--- config.mk ---
export PLATFORM = sky130hd
export DESIGN_NAME = samp_iter_ctl
export DESIGN_NICKNAME = d
export VERILOG_FILES = /design/src/rtl/samp_iter_ctl.sv
export SDC_FILE = /design/constraint.sdc
export NUM_CORES = 1
export LEC_CHECK = 0
export BUFFER_PORTS_ARGS = -buffer_cell sky130_fd_sc_hd__buf_2
export CAP_MARGIN = 25
export CORE_MARGIN = 2
export CORE_UTILIZATION = 54
export DETAILED_ROUTE_END_ITERATION = 8
export GPL_ROUTABILITY_DRIVEN = 0
export PLACE_DENSITY = 0.79
export SYNTH_ARGS = -nofsm -noshare
export SYNTH_HDL_FRONTEND = slang
export SYNTH_SLANG_ARGS = --single-unit
--- constraint.sdc ---
create_clock -name clk -period 9.2 [get_ports clk]
set_input_delay 0.92 -clock clk [delete_from_list [all_inputs] [get_ports clk]]
set_output_delay 0.92 -clock clk [all_outputs]
set_load 0.1 [all_outputs]
--- src/rtl/samp_iter_ctl.sv ---
// Sample-iteration controller: walks a snapped bounding box in raster order,
// issuing four x-adjacent subsample positions per group with per-lane valid bits.
//
// state | meaning
// IDLE  | no box held; ready to accept a new box
// ITER  | presenting a valid sample group for the current box
module samp_iter_ctl #(
    parameter int SIGFIG = 24,
    parameter int RADIX  = 10
) (
    input  logic                           clk,
    input  logic                           rst,
    input  logic [1:0][1:0][SIGFIG-1:0]    box_R13S,
    input  logic [3:0]                     subSample_RnnnnU,
    input  logic                           in_valid,
    output logic                           in_ready,
    output logic [1:0][3:0][SIGFIG-1:0]    sample_R14S,
    output logic [3:0]                     validSamp_R14H,
    output logic                           out_valid,
    input  logic                           out_ready,
    output logic                           last_R14H,
    output logic                           tri_done,
    output logic [31:0]                    grp_count
);

    localparam int W = SIGFIG + 2;

    typedef enum logic {
        IDLE = 1'b0,
        ITER = 1'b1
    } state_t;

    state_t state, state_n;

    logic signed [W-1:0] cur_x, cur_y, ll_x, ur_x, ur_y, step;
    logic signed [W-1:0] cx_n, cy_n, llx_n, urx_n, ury_n, step_n;
    logic signed [W-1:0] in_llx, in_lly, in_urx, in_ury, in_step;
    logic signed [W-1:0] lane_x [4];
    logic signed [W-1:0] acc;
    logic [1:0]          ss_lg2;
    logic                adv_x, adv_x_n, adv_y_n, last_n, tri_n;
    logic [3:0]          mask_n;
    logic                fire, accept, box_ok;

    // Widened copies so comparisons near the top of the range cannot wrap.
    assign in_llx = {{2{box_R13S[0][0][SIGFIG-1]}}, box_R13S[0][0]};
    assign in_lly = {{2{box_R13S[0][1][SIGFIG-1]}}, box_R13S[0][1]};
    assign in_urx = {{2{box_R13S[1][0][SIGFIG-1]}}, box_R13S[1][0]};
    assign in_ury = {{2{box_R13S[1][1][SIGFIG-1]}}, box_R13S[1][1]};

    always_comb begin
        ss_lg2 = 2'd0;
        if (subSample_RnnnnU[0])      ss_lg2 = 2'd3;
        else if (subSample_RnnnnU[1]) ss_lg2 = 2'd2;
        else if (subSample_RnnnnU[2]) ss_lg2 = 2'd1;
        in_step = W'(1) << (RADIX - int'(ss_lg2));
    end

    assign out_valid = (state == ITER);
    assign fire      = out_valid && out_ready;
    assign in_ready  = (state == IDLE) || (fire && last_R14H);
    assign accept    = in_valid && in_ready;
    assign box_ok    = (in_llx <= in_urx) && (in_lly <= in_ury);

    always_comb begin
        state_n = state;
        cx_n    = cur_x;
        cy_n    = cur_y;
        llx_n   = ll_x;
        urx_n   = ur_x;
        ury_n   = ur_y;
        step_n  = step;
        tri_n   = 1'b0;
        if (fire) begin
            if (adv_x) begin
                cx_n = cur_x + (step << 2);
            end else if (!last_R14H) begin
                cx_n = ll_x;
                cy_n = cur_y + step;
            end else begin
                state_n = IDLE;
                tri_n   = 1'b1;
            end
        end
        // A degenerate box is consumed without changing the walk.
        if (accept && box_ok) begin
            state_n = ITER;
            cx_n    = in_llx;
            cy_n    = in_lly;
            llx_n   = in_llx;
            urx_n   = in_urx;
            ury_n   = in_ury;
            step_n  = in_step;
        end
    end

    // Next group's lanes and framing, so every output can be registered.
    always_comb begin
        acc = cx_n;
        mask_n = 4'b0000;
        for (int i = 0; i < 4; i++) begin
            lane_x[i] = acc;
            mask_n[i] = (acc <= urx_n);
            acc = acc + step_n;
        end
        adv_x_n = (cx_n + (step_n << 2)) <= urx_n;
        adv_y_n = (cy_n + step_n) <= ury_n;
        last_n  = !adv_x_n && !adv_y_n;
    end

    always_ff @(posedge clk or posedge rst) begin
        if (rst) begin
            state          <= IDLE;
            cur_x          <= '0;
            cur_y          <= '0;
            ll_x           <= '0;
            ur_x           <= '0;
            ur_y           <= '0;
            step           <= '0;
            adv_x          <= 1'b0;
            last_R14H      <= 1'b0;
            validSamp_R14H <= 4'b0000;
            sample_R14S    <= '0;
            tri_done       <= 1'b0;
            grp_count      <= '0;
        end else begin
            state     <= state_n;
            cur_x     <= cx_n;
            cur_y     <= cy_n;
            ll_x      <= llx_n;
            ur_x      <= urx_n;
            ur_y      <= ury_n;
            step      <= step_n;
            adv_x     <= adv_x_n;
            tri_done  <= tri_n;
            if (state_n == ITER) begin
                last_R14H      <= last_n;
                validSamp_R14H <= mask_n;
                for (int i = 0; i < 4; i++) begin
                    sample_R14S[0][i] <= lane_x[i][SIGFIG-1:0];
                    sample_R14S[1][i] <= cy_n[SIGFIG-1:0];
                end
            end else begin
                last_R14H      <= 1'b0;
                validSamp_R14H <= 4'b0000;
            end
            if (fire) grp_count <= grp_count + 32'd1;
        end
    end

endmodule

==> flow_metrics.tcl <==
set metrics [dict create \
    status "finished with violations" \
    violations "setup timing" \
    syn_area_um2 24900 \
    yosys.area.top_type "dfrtp_1" \
    nets 4076 \
    root_buffer "clkbuf_16" \
    post_layout_nonfiller_instances 4231 \
    cpPeakStageDelay_ns 0.51 \
    numPortBuffers 334 \
    dpl.hpwl_mm 63.6 \
    cp_max_fo 21 \
    placed_area_um2 29600 \
    cts_buffers 37 \
    viasPerCell 5.93 \
    ios 336 \
    synth_edf_count 0 \
    vias 25100 \
    timing.final.crit_share_pct 101 \
    setup_ws_ns -0.0610 \
    antenna_found_initial 8 \
    synth.area.top_cells "dfrtp_1 31%, ha_1 18%, nand2_1 7.2%, xnor2_1 4.8%, a21oi_1 4.6%" \
    post-route-util_pct 70.4 \
    fin_crit_ns 9.26 \
    layout-drive-gt1-share_pct 27.1 \
    max-slew-margin-rel_pct 26.9 \
    rows 78 \
    clk_latency_ns 0.57 \
    grt_use_total_pct 34.1 \
    cap_violations 0 \
    dp.cells 4132 \
    tightest_slew_ns 1.09 \
    ys.flop_type "dfrtp_1" \
    hold_path.class "input pin to async pin" \
    clock_path_buffers 3 \
    die_x_um 219 \
    synthCells 2926 \
    drc 0 \
    path_common_cell "a21oi_1" \
    routed_wirelength_mm 84.8 \
    wl_met1_mm 33.1 \
    area_delta_synth_final_pct 28.5 \
    crit_path_top_delay_cell "or3b_2" \
    fin_area_um2 31900 \
    endpoint_kind "register" \
    setup_viol 1 \
    synth_seq_cells 312 \
    criticalPathCategory "input pin to register" \
    drt-pass1-iter-count 6 \
    finalMaxSlewViolations 0 \
    grt_pass1_vias 24800 \
    synth.top_cell.area_share_pct 31.4 \
    drt_iter0_drc 2425 \
    cp.arrival_ns 9.75 \
    syn_area_per_cell_um2 8.50 \
    wl_met2_mm 38.2 \
    clkTransAtPathRegs_ns 0.06 \
    die_area_um2 47800 \
    die_h_um 219 \
    rsz0062_at_grt "true" \
    ant_nets 0 \
    final_cell_mix "473 x nand2_1, 433 x buf_4, 356 x ha_1" \
    htreeDepth 2 \
    grt_pass1_wl_mm 128 \
    start_util_pct 54.8 \
    setup.worst_path.start_class "input pin" \
    postSynth.asyncResetShare_pct 100 \
    wl_met3_mm 8.54 \
    grt_max_degree 176 \
    ys_warn_count 0 \
    yosysSeqAreaShare_pct 31.4 \
    top_layer "met5" \
    yosysUniqueCellTypes 69 \
    pre_cts_slack_ns -0.969 \
    cts_tree "done" \
    finClkSkew_ns 0.0165 \
    design.core.area_um2 45400 \
    hold_viol_final 0 \
    overflow 0 \
    critPathTopFamily "compound AO/OA/AOI/OAI gates" \
    cts.sinks 312 \
    nFillCells 3252 \
    synth_fp_nets 3403 \
    final_common_cell "nand2_1" \
    worst-path-buf-inv 9 \
    cp.required_ns 9.69 \
    fmax_mhz 108 \
    cts_hold_buf 0 \
    routedWlPerCell_um 20.0 \
]
## through the flow
stage          setup TNS, ns  hold WS, ns
6_report             -0.0610        0.253
5_1_grt               -0.522        0.262
4_1_cts                    0        0.249
3_5_place_dp           -1.19        0.453
3_3_place_gp          -0.723        0.448
2_1_floorplan         -0.799        0.438
## worst reg2reg max path, delay by kind of cell (launching register included)
family / cells / cell delay (ns)
buffers and inverters: 6 / 0.82
AND/OR/NAND/NOR: 6 / 1.19
adder cells (fa/ha/maj): 6 / 1.90
XOR/XNOR: 4 / 0.73
flip-flops: 1 / 0.42
AO/OA/AOI/OAI: 24 / 3.87
## cell families (layout without fill, tap and decap cells)
family                   Yosys count  in the layout  synth area share (%)
AND/OR/NAND/NOR                  997            997                  17.8
AO/OA/AOI/OAI                    697            698                  17.8
adder cells (fa/ha/maj)          377            377                  19.1
buffers and inverters            326           1024                  6.04
flip-flops                       312            312                  31.4
XOR/XNOR                         196            196                  6.91
multiplexers                      21             21                 0.951
other                              0              6                     0
## sequential cells by signal, summed over array words and instances (netlist names), 4 cells and up
register        cells
sample_R14S       118
grp_count          32
cur_x              26
cur_y              26
step               26
ur_x               26
ur_y               26
ll_x               24
validSamp_R14H      4
## metal layers
layer | track usage [%] | vias up
met5 | 0 | -
met4 | 17.9 | 6
met3 | 5.72 | 337
met2 | 54.9 | 1394
met1 | 43.9 | 11800
li1 | - | 11500
## cells in the mapped netlist, drive strengths merged, types with 8 or more instances
cell and n:
xnor2 136, ha 367, a21oi 230, xor2 60, o211ai 16, inv 177
and3 21, nand2 476, a211oi 14, o21a 39, a21o 81, o21ai 126
mux2 18, and2 32, clkbuf 61, o22ai 8, or3 12, nand2b 26
nor2b 39, o21bai 35, a21boi 51, dfrtp 312, nor3 42, nand3 54
o31ai 11, nand4 50, o221ai 13, nor4 8, a31oi 23, nor2 214
buf 88
## path summary, 6_finish.rpt
kind                                  from                end  slack, ns  depth (start not counted)
setup / recovery              box_R13S[19]  validSamp_R14H[3]      -0.06                         46
hold / removal                         rst    sample_R14S[74]       0.25                          2
setup reg to reg                   step[0]  validSamp_R14H[3]       0.21                         46
hold reg to reg            sample_R14S[85]    sample_R14S[85]       0.47                          2
max in group asynchronous              rst   sample_R14S[189]       7.01                          4
min in group clk           sample_R14S[85]    sample_R14S[85]       0.47                          2
## area by class of cell
type	instances	area (um^2)	share of cell area [%]
diodes	6	15.0	0.0470
clock buffers	49	1040	3.26
clock inverters	16	250	0.783
inverters	177	681	2.13
multi-input cells	2289	16200	50.7
flip-flops and latches	312	7810	24.4
well taps	600	751	2.35
repair buffers	782	5180	16.2
## repair_timing
item                                    in CTS  in global routing
cloned                                       1                  1
buffers inserted                             4                 22
endpoints found under the setup margin       1                  3
pin swaps                                    7                 80
resized for setup                           21                151
Power is left out: the tool's default activity adds up to more than one toggle a clock period on the data nets, which glitch-free logic cannot reach.
